### config.mk
export PLATFORM = sky130hd
export DESIGN_NAME = truth_table_sweeper
export DESIGN_NICKNAME = d
export VERILOG_FILES = /design/src/rtl/truth_table_sweeper.sv
export SDC_FILE = /design/constraint.sdc
export NUM_CORES = 1
export LEC_CHECK = 0
export BUFFER_PORTS_ARGS = -buffer_cell sky130_fd_sc_hd__buf_2
export CAP_MARGIN = 20
export CORE_MARGIN = 2
export CORE_UTILIZATION = 33
export CTS_CLUSTER_DIAMETER = 200
export DETAILED_ROUTE_END_ITERATION = 10
export PLACE_DENSITY_LB_ADDON = 0.08
export SETUP_SLACK_MARGIN = 0.15
export SYNTH_ARGS = -nofsm -noshare
export SYNTH_HDL_FRONTEND = slang
export SYNTH_SLANG_ARGS = --single-unit
export TNS_END_PERCENT = 10
### constraint.sdc
create_clock -name clk -period 2.3 [get_ports clk]
set_input_delay 0.23 -clock clk [delete_from_list [all_inputs] [get_ports clk]]
set_output_delay 0.23 -clock clk [all_outputs]
set_load 0.01 [all_outputs]
### src/rtl/truth_table_sweeper.sv
// Steps abcd through all 16 input combinations (prescaler or pushbutton) and records the
// selected function output into a 16-bit truth map. Optional golden checker: SWEEP_CHECK_EN.
module truth_table_sweeper #(
    parameter int PRESCALE    = 4,
    parameter int SYNC_STAGES = 2
) (
    input  logic        clk,
    input  logic        reset,
    input  logic        start,
    input  logic        auto_mode,
    input  logic        step_btn,
    input  logic [1:0]  func_sel,
    input  logic [2:0]  y_in,
    output logic [3:0]  abcd,
    output logic [15:0] capt_map,
    output logic        busy,
    output logic        done,
    output logic        err_flag,
    output logic [4:0]  err_cnt
);

    localparam int PW = (PRESCALE > 1) ? $clog2(PRESCALE) : 1;
    localparam logic [PW-1:0] PRE_LAST = PW'(PRESCALE - 1);

    typedef enum logic [1:0] {IDLE, APPLY, SAMPLE, DONE} state_t;

    state_t                 state_q, state_d;
    logic [3:0]             abcd_q, abcd_d;
    logic [15:0]            capt_q, capt_d;
    logic                   busy_q, busy_d;
    logic                   done_q, done_d;
    logic [PW-1:0]          pre_q, pre_d;
    logic [1:0]             fs_q, fs_d;
    logic                   auto_q, auto_d;
    logic [SYNC_STAGES-1:0] sync_q, sync_d;
    logic                   prev_q, prev_d;
    logic                   btn_rise;
    logic                   y_sel;

    assign btn_rise = sync_q[SYNC_STAGES-1] & ~prev_q;

    always_comb begin
        state_d = state_q;
        abcd_d  = abcd_q;
        capt_d  = capt_q;
        busy_d  = busy_q;
        done_d  = done_q;
        pre_d   = pre_q;
        fs_d    = fs_q;
        auto_d  = auto_q;
        sync_d  = {sync_q[SYNC_STAGES-2:0], step_btn};
        prev_d  = sync_q[SYNC_STAGES-1];
        case (fs_q)
            2'd0:    y_sel = y_in[0];
            2'd1:    y_sel = y_in[1];
            2'd2:    y_sel = y_in[2];
            default: y_sel = 1'b0;
        endcase
        case (state_q)
            IDLE, DONE: begin
                if (start) begin
                    fs_d    = func_sel;
                    auto_d  = auto_mode;
                    abcd_d  = 4'd0;
                    capt_d  = 16'd0;
                    done_d  = 1'b0;
                    busy_d  = 1'b1;
                    pre_d   = '0;
                    state_d = APPLY;
                end
            end
            APPLY: begin
                if (auto_q) begin
                    if (pre_q == PRE_LAST) begin
                        pre_d   = '0;
                        state_d = SAMPLE;
                    end else begin
                        pre_d = pre_q + 1'b1;
                    end
                end else if (btn_rise) begin
                    state_d = SAMPLE;
                end
            end
            SAMPLE: begin
                capt_d[abcd_q] = y_sel;
                if (abcd_q == 4'd15) begin
                    busy_d  = 1'b0;
                    done_d  = 1'b1;
                    state_d = DONE;
                end else begin
                    abcd_d  = abcd_q + 4'd1;
                    state_d = APPLY;
                end
            end
            default: state_d = IDLE;
        endcase
    end

    always_ff @(posedge clk) begin
        if (reset) begin
            state_q <= IDLE;
            abcd_q  <= 4'd0;
            capt_q  <= 16'd0;
            busy_q  <= 1'b0;
            done_q  <= 1'b0;
            pre_q   <= '0;
            fs_q    <= 2'd0;
            auto_q  <= 1'b0;
            sync_q  <= '0;
            prev_q  <= 1'b0;
        end else begin
            state_q <= state_d;
            abcd_q  <= abcd_d;
            capt_q  <= capt_d;
            busy_q  <= busy_d;
            done_q  <= done_d;
            pre_q   <= pre_d;
            fs_q    <= fs_d;
            auto_q  <= auto_d;
            sync_q  <= sync_d;
            prev_q  <= prev_d;
        end
    end

`ifdef SWEEP_CHECK_EN
    logic       err_flag_q, err_flag_d;
    logic [4:0] err_cnt_q, err_cnt_d;
    logic       gold, ga, gb, gc;
    logic       sample_en, clr_err;

    assign ga        = abcd_q[3];
    assign gb        = abcd_q[2];
    assign gc        = abcd_q[1];
    assign sample_en = (state_q == SAMPLE);
    assign clr_err   = ((state_q == IDLE) || (state_q == DONE)) && start;

    always_comb begin
        case (fs_q)
            2'd0:    gold = (~ga & ~gc) | (~gb & ~gc) | (ga & gc);
            2'd1:    gold = ~gb;
            2'd2:    gold = ~^abcd_q;
            default: gold = 1'b0;
        endcase
        err_flag_d = err_flag_q;
        err_cnt_d  = err_cnt_q;
        if (clr_err) begin
            err_flag_d = 1'b0;
            err_cnt_d  = 5'd0;
        end else if (sample_en && (y_sel != gold)) begin
            err_flag_d = 1'b1;
            // 16 vectors max, so the count saturates rather than wraps
            if (err_cnt_q != 5'd16) err_cnt_d = err_cnt_q + 5'd1;
        end
    end

    always_ff @(posedge clk) begin
        if (reset) begin
            err_flag_q <= 1'b0;
            err_cnt_q  <= 5'd0;
        end else begin
            err_flag_q <= err_flag_d;
            err_cnt_q  <= err_cnt_d;
        end
    end

    assign err_flag = err_flag_q;
    assign err_cnt  = err_cnt_q;
`else
    assign err_flag = 1'b0;
    assign err_cnt  = 5'd0;
`endif

    assign abcd     = abcd_q;
    assign capt_map = capt_q;
    assign busy     = busy_q;
    assign done     = done_q;

endmodule
# After elaboration in Yosys (flattened, before gate mapping)
# Index checks and enable logic that the tools add are counted.
dict set report word_totals {
  reg_bits 32
  inputBits 10
  out_inout_bits 28
  word_cells 66
}
dict set report classes {
  addsub 2
  n_lt_le_gt_ge 2
  eq_ne 13
  n_mux 25
  bitwise 2
  reduce_logical 12
}
# operator n
set op_table {}
lappend op_table {{16-bit one-hot mux with 2 select lines} 1}
lappend op_table {{16-bit bitwise mux} 1}
lappend op_table {{16-bit two-way mux} 1}
lappend op_table {{2-bit two-way mux} 8}
lappend op_table {{3-bit AND reduction} 4}
lappend op_table {{2-bit equality test, second input constant} 4}
lappend op_table {{4-bit two-way mux} 2}
lappend op_table {{2-bit inequality test, second input constant} 4}
lappend op_table {{4-bit one-hot mux with 2 select lines} 1}
lappend op_table {{3-bit inequality test, second input constant} 2}
lappend op_table {{2-bit one-hot mux with 3 select lines} 1}
lappend op_table {{4-bit by 5-bit < comparator with 1-bit output, second input constant} 1}
lappend op_table {{1-bit two-way mux} 5}
lappend op_table {{4-bit by 1-bit adder with 4-bit output, second input constant} 1}
lappend op_table {{1-bit demux with 4-bit select} 1}
lappend op_table {{2-bit by 1-bit equality test with 1-bit output, second input constant} 2}
lappend op_table {{4-bit equality test, second input constant} 1}
lappend op_table {{4-bit by 1-bit greater-or-equal comparator with 1-bit output, second input constant} 1}
lappend op_table {{2-bit zero test} 2}
lappend op_table {{1-bit one-hot mux with 2 select lines} 2}
lappend op_table {{2-bit one-hot mux with 2 select lines} 1}
lappend op_table {{2-bit AND reduction} 2}
lappend op_table {{2-bit nonzero test} 2}
lappend op_table {{1-bit one-hot mux with 3 select lines} 1}
lappend op_table {{5 further kinds} 5}

# Depth between registers and ports, before layout
# Gate-level depths: netlist of the first run.
dict set report logic_depth {
  word_depth 6
  depth_mapped 7
  ltp_nobuf 6
}

# Worst setup path after synthesis of the first run
# Ideal clock, no wire load.
dict set report synth_timing {
  kind {register to register}
  start {reg state_q[0]}
  end {reg abcd_q[3] (netlist: abcd[3])}
  setup_ns 0.121
  arrival_time_ns 1.584
  path_slack_ns 0.595
  path_stages_with_launch 8
  synth_period_minus_slack_ns 1.705
  path_cell_list {dfxtp_1 inv_1 ha_1 buf_6 mux2i_4 or3b_1 xor2_1 nor2_1}
}
dict set report synth_via {
  elab_chain_cells 4
}
# item line_no
set synth_lines {}
lappend synth_lines {{from (decl)} 27} ;# state_t state_q, state_d;
lappend synth_lines {{from (signal assigned)} 112} ;# state_q <= state_d;
lappend synth_lines {{2-bit equality test / 2-bit zero test (equally long branches)} 59} ;# case (state_q)
lappend synth_lines {{2-bit OR reduction} 59}
lappend synth_lines {{2-bit inequality test (no source line) / 2-bit nonzero test (equally long branches)} -}
lappend synth_lines {{3-bit AND reduction (no source line)} -}
lappend synth_lines {{to (signal assigned)} 102} ;# abcd_q <= 4'd0;
lappend synth_lines {{to (signal assigned)} 113} ;# abcd_q <= abcd_d;
lappend synth_lines {{to (decl)} 28} ;# logic [3:0] abcd_q, abcd_d;
# Parallel ways exist; a longest one is shown, timed or not.
# A chain may end at the register's enable or synchronous reset.

# Worst setup path after layout of the first run
dict set report layout_timing {
  start {reg state_q[0]}
  end {reg abcd_q[2] (netlist: abcd[2])}
}
# Same word-level chain as after synthesis.

==> metrics.csv, run 1 <==
metric,value,unit
setup violators final,0,
Iter 0 DRT Violations,29,
sequential share of the synthesized area,38.18,%
Clock transition at path regs,0.07,ns
number of synthesized flops with an enable pin,0,
post-synth cell types,37,
largest net degree at the start of global routing,17,
cts bufs inserted,5,
DR vias/cell,4.815,
Initial Util,34.83,%
"flops & latches, synth",32,
largest cells by area after synthesis,"dfxtp_1 (38%), o32ai_1 (7.8%), a21oi_1 (7.8%)",
"Hold Vio Cnt, Final",0,
n_diodes,0,
Clk pwr share,39.4,%
fraction of registers with async set or reset after synthesis,0,%
crit path capture type,flip-flop,
register share of total power,39.8,%
Clock Latency Late Sink,0.28,ns
Post-DP HPWL,2697,um
Min-Delay Path Class,input port to flip-flop,
Die X,75.31,um
TritonRoute pass-1 iters,4,
CTS Buffer Depth,2,
crit-path max FO,16,
Worst path depth,7,
Layout area overhead,19.46,%
CP startpoint,state_q[0]$_SDFFE_PP0P_,
combinational power share,20.8,%
yosys warns,0,
switching power,420.6,uW
DR DRC count,0,
initial antenna violation count,0,
DP Worst Slack,0.3017,ns
DIE AREA,5671,sq um
Post-Syn Instances,203,
NumNets Final,253,
"Avg Cell Area, Syn",8.265,sq um
GRT Total Usage,14.54,%
# hold bufs at CTS,0,
run status,"finished, final reports clean",
reg2reg start,state_q[0]$_SDFFE_PP0P_,
Port Buffers,31,
CP Launch Type,flip-flop,
vias in the first global route,1308,
CP max stage delay,0.43,ns
Worst VDD drop,0.3526,mV
family with the most delay on the worst path,adder cells,
Chip Height,75.31,um
routed wire length,3706,um
Final Max Tran Viols,0,
WP data arrival,2.16,ns
TritonCTS clock tree,done,
min-delay src,step_btn,
switching share of total power,27.90,%
pwr/cell area,752.0,nW/um^2
Critical-path top delay cell,ha_1,
num ports,38,
Reg2Reg Depth,7,
clock sinks,32,
total congestion overflow,0,
layout filler cell count,528,
crit-path cells,inv_1 > ha_1 > mux2i_4 > buf_4 > or3b_1 > xor2_1 > nor2_1,
wire length per cell,12.23,um
H-tree levels,2,
P_int,1087,uW
hold depth,2,
final setup TNS,0,ns
Max Fclk,502.5,MHz
Rows,25,
RePlAce Congestion,0.7639,
Via Count,1459,
Resized cells post-CTS,0,
unrepaired setup endpoints after global routing,false,
Tcrit/Tclk final,86.53,%
Synth area leader,dfxtp_1,
clock skew,0.003440,ns
first-pass GRT wire length,6279,um
Core ar.,4817,sq um
clock period minus final worst setup slack,1.990,ns
mapped cell area,1678,sq um
area occupied by multi-input gates,874.6,sq um
critical path required time,2.47,ns
Root Driver,clkbuf_8,
layout cells sized above 1,20.34,%
max cap viols,0,
WS Path Type,flip-flop to flip-flop,
Worst Path Buf+Inv,2,
worst hold slack,0.1554,ns
leak pwr,0.0007848,uW
ys flop type,dfxtp_1,
register area,640.6,sq um
share of the synthesized area in the top cell type,38.18,%
fin worst setup slack,0.3098,ns
ANT nets after route,0,
postcts setup bufs,0,
==> path summary, 6_finish.rpt <==
kind / slack, ns / end
max: 0.31 / abcd[2]$_SDFFE_PP0P_
min: 0.16 / sync_q[0]$_SDFF_PP0_
max reg2reg: 0.31 / abcd[2]$_SDFFE_PP0P_
min reg2reg: 0.45 / sync_q[1]$_SDFF_PP0_
==> logic make-up after synthesis <==
group	synth area share, %
AO/OA/AOI/OAI	20.06
XOR/XNOR	1.044
flip-flops	38.18
other	0.2235
AND/OR/NAND/NOR	22.37
buffers and inverters	10.81
adder cells (fa/ha/maj)	5.966
multiplexers	1.342
==> power by group through the flow <==
stage	sequential (uW)	combinational [uW]	clock, uW
2_1_floorplan	613	255	0
3_3_place_gp	612	321	0
3_5_place_dp	613	316	0
4_1_cts	600	319	610
5_1_grt	604	363	634
6_report	600	314	593
==> placed cells by master (no fill, tap or decap), types with 2 or more instances in the layout <==
cell type,count
dfxtp_1,32
buf_2,31
a21oi_1,26
inv_1,23
nand2_1,21
o32ai_1,15
nor2_1,9
nand3_1,9
ha_1,8
nor2b_1,7
clkbuf_8,7
nand2b_1,6
conb_1,6
buf_4,5
nand4b_1,4
or3b_1,3
o21bai_1,2
a31oi_1,2
xor2_1,2
o21ai_0,2
==> registers in the layout, summed over array words and instances, names as in the netlist <==
register and cells:
capt_map 16, abcd 4, fs_q 2, pre_q 2, state_q 2, sync_q 2
auto_q 1, busy 1, done 1, prev_q 1
==> stage by stage <==
step                instance area [sq um]  std cells  util [%]  power (uW)
floorplan                            1697        208         -       867.6
global placement                     1878        295     38.99       933.7
detailed placement                   1878        295     38.99       928.7
CTS                                  2004        303     41.61        1529
global route                         2004        303     41.61        1601
finish                               2004        303     41.61        1507
==> layer usage <==
metal | share of wire (%) | global-route usage (%)
met1 | 48 | 18.92
met2 | 47 | 24.06
met3 | 3.6 | 3.571
met4 | 1.2 | 4.094
met5 | 0 | 0
==> cell type report <==
type | instances | area share (%)
clock buffers | 7 | 4.806
clock inverters | 1 | 1.498
inverters | 23 | 4.307
multi-input cells | 137 | 43.63
flip-flops and latches | 32 | 31.96
well taps | 67 | 4.182
repair buffers | 36 | 9.613
==> Yosys cell counts (2+ instances only) <==
cell type,count
buf_4,6
a31oi_1,2
ha_1,8
or3b_1,3
nand2b_1,6
buf_2,4
nand4b_1,4
o21bai_1,2
dfxtp_1,32
o21ai_0,2
nor2_1,9
xor2_1,2
nand3_1,9
a21oi_1,26
nor2b_1,7
inv_1,23
nand2_1,21
o32ai_1,15
clkbuf_1,4
Note: power is estimated with default switching activity, not from simulation.
==> inputs of run 2 (changes only) <==
Settings changed: ABC_AREA set to 1.
==> run 2 against run 1 <==
Effect of this change:
- synthesized cell count rose by 32%
- clock skew rose by 0.00052 ns
- clock power fell by 35%
- cell area fell by 0.25%
- fmax rose by 14%
- critical endpoint unchanged
- first-iteration DRC count rose by 76%
- synthesized area rose by 5.8%
- sequential power rose by 12%
- highest routed layer unchanged
==> metrics.csv, run 2 <==
metric,value,unit,change
CP max stage delay,0.35,ns,-0.08 ns
num ports,38,,unchanged
H-tree levels,2,,unchanged
mapped cell area,1775,sq um,+5.8%
Post-Syn Instances,268,,+32%
ANT nets after route,0,,unchanged
run status,"finished, final reports clean",,
Post-DP HPWL,2881,um,+6.8%
Min-Delay Path Class,input port to flip-flop,,
Rows,26,,+4.0%
max cap viols,0,,unchanged
GRT Total Usage,14.67,%,+0.13 points
vias in the first global route,1516,,+16%
leak pwr,0.001011,uW,+29%
NumNets Final,314,,+24%
CP Launch Type,flip-flop,,
Die X,77.35,um,+2.7%
clock sinks,32,,unchanged
routed wire length,3929,um,+6.0%
postcts setup bufs,0,,unchanged
DR DRC count,0,,unchanged
Root Driver,clkbuf_8,,
Max Fclk,573.3,MHz,+14%
post-layout power,1740,uW,+15%
Tcrit/Tclk final,75.83,%,-11 points
Critical-path top delay cell,dfxtp_1,,
post-synth cell types,22,,-41%
Initial Util,34.54,%,-0.29 points
fraction of registers with async set or reset after synthesis,0,%,unchanged
largest net degree at the start of global routing,22,,+5
Chip Height,77.35,um,+2.7%
met3 routed WL,161,um,+21%
total congestion overflow,0,,unchanged
most frequent cells in the layout,"nand2_1 (74), inv_1 (38), dfxtp_1 (32)",,
Layout area overhead,12.61,%,
number of synthesized flops with an enable pin,0,,unchanged
cts bufs inserted,5,,unchanged
CTS Buffer Depth,2,,unchanged
unrepaired setup endpoints after global routing,false,,
TritonCTS clock tree,done,,
Synth area leader,dfxtp_1,,
# hold bufs at CTS,0,,unchanged
crit-path cells,inv_1 > ha_1 > nand2_1 > nand2_2 > nand2_1 > nand2_1 > a21oi_1,,
initial antenna violation count,0,,unchanged
yosys warns,0,,unchanged
clock period minus final worst setup slack,1.744,ns,-0.2460 ns
pwr/cell area,870.2,nW/um^2,+16%
DIE AREA,5983,sq um,+5.5%
synth cell count leaders,"nand2_1 (74), inv_1 (38), dfxtp_1 (32)",,
share of the synthesized area in the top cell type,36.08,%,-2.1 points
RePlAce Congestion,0.7434,,-2.7%
TritonRoute pass-1 iters,4,,unchanged
critical path required time,2.52,ns,+0.05 ns
first-pass GRT wire length,6948,um,+11%
Clock Latency Late Sink,0.28,ns,about the same
Worst VDD drop,0.4575,mV,+30%
largest cells by area after synthesis,"dfxtp_1 (36%), nand2_1 (16%), inv_1 (8.0%)",,
Iter 0 DRT Violations,51,,+76%
Final Max Tran Viols,0,,unchanged
DRT met1 WL,2030,um,+13%
most common cell in the netlist,nand2_1,,
"Hold Vio Cnt, Final",0,,unchanged
sequential share of the synthesized area,36.08,%,-2.1 points
ys flop type,dfxtp_1,,
DR vias/cell,4.385,,-8.9%
crit-path max FO,21,,+5
Resized cells post-CTS,0,,unchanged
n_diodes,0,,unchanged
layout cells sized above 1,15.31,%,-5.0 points
crit path capture type,flip-flop,,
Largest register FFs,16,,unchanged
Port Buffers,31,,unchanged
Most common cell on crit path,nand2_1,,
clock skew,0.003958,ns,+0.0005178 ns
Via Count,1596,,+9.4%
WS Path Type,flip-flop to flip-flop,,
final setup TNS,0,ns,unchanged
"flops & latches, synth",32,,unchanged
"Avg Cell Area, Syn",6.625,sq um,-20%
"commonest non-fill, non-tap cell in the layout",nand2_1,,
Clock transition at path regs,0.06,ns,about the same
worst hold slack,0.1575,ns,+0.002083 ns
setup violators final,0,,unchanged
highest routed layer,met4,,
layout filler cell count,603,,+14%
WP data arrival,1.96,ns,-0.20 ns
register area,640.6,sq um,unchanged
area occupied by multi-input gates,889.6,sq um,+1.7%
metal2 WL,1688,um,-2.7%
Core ar.,5140,sq um,+6.7%
wire length per cell,10.79,um,-12%
-- run 2: cell type report --
type / count / share of cell area, %
multi-input cells: 186 / 44.49
inverters: 38 / 7.134
clock buffers: 5 / 3.442
repair buffers: 33 / 8.511
flip-flops and latches: 32 / 32.04
well taps: 70 / 4.380
-- run 2: logic make-up after synthesis --
group,Yosys count,synth area share [%]
other,1,0.2112
adder cells (fa/ha/maj),8,5.638
buffers and inverters,55,14.87
AND/OR/NAND/NOR,140,33.83
flip-flops,32,36.08
AO/OA/AOI/OAI,31,8.879
XOR/XNOR,1,0.4934
-- run 2: final timing paths --
| path | slack, ns | depth (start not counted) | start | end |
|---|---|---|---|---|
| worst max-delay path | 0.56 | 7 | state_q[0]$_SDFFE_PP0P_ | abcd[2]$_SDFFE_PP0P_ |
| worst min register to register | 0.41 | 2 | sync_q[0]$_SDFF_PP0_ | sync_q[1]$_SDFF_PP0_ |
| worst min-delay path | 0.16 | 3 | step_btn | sync_q[0]$_SDFF_PP0_ |
| worst max register to register | 0.56 | 7 | state_q[0]$_SDFFE_PP0P_ | abcd[2]$_SDFFE_PP0P_ |
-- run 2: routing by layer --
metal  GRT usage [%]  vias up
li1                -      874
met1           19.39      684
met2           22.26       33
met3           4.186        5
met4           6.429        0
met5               0        -
-- run 2: metrics by stage --
stage	utilization [%]	area (sq um)	instances	worst slack (ns)
floorplan	-	1794	273	0.8766
global placement	37.56	1931	359	0.6216
detailed placement	37.56	1931	359	0.5654
CTS	38.90	1999	364	0.5449
global route	38.90	1999	364	0.3584
finish	38.90	1999	364	0.5558
-- run 2: power breakdown --
part / switching (uW) / internal [uW]
registers: 49.4 / 622
logic: 468 / 217
clock network: 189 / 195
-- run 2: critical path: cells and delay by family (launching register included) --
family	cells	cell delay, ns
simple gates	4	0.79
compound gates	1	0.14
flops	1	0.35
buf+inv	1	0.06
fa+ha+maj	1	0.33
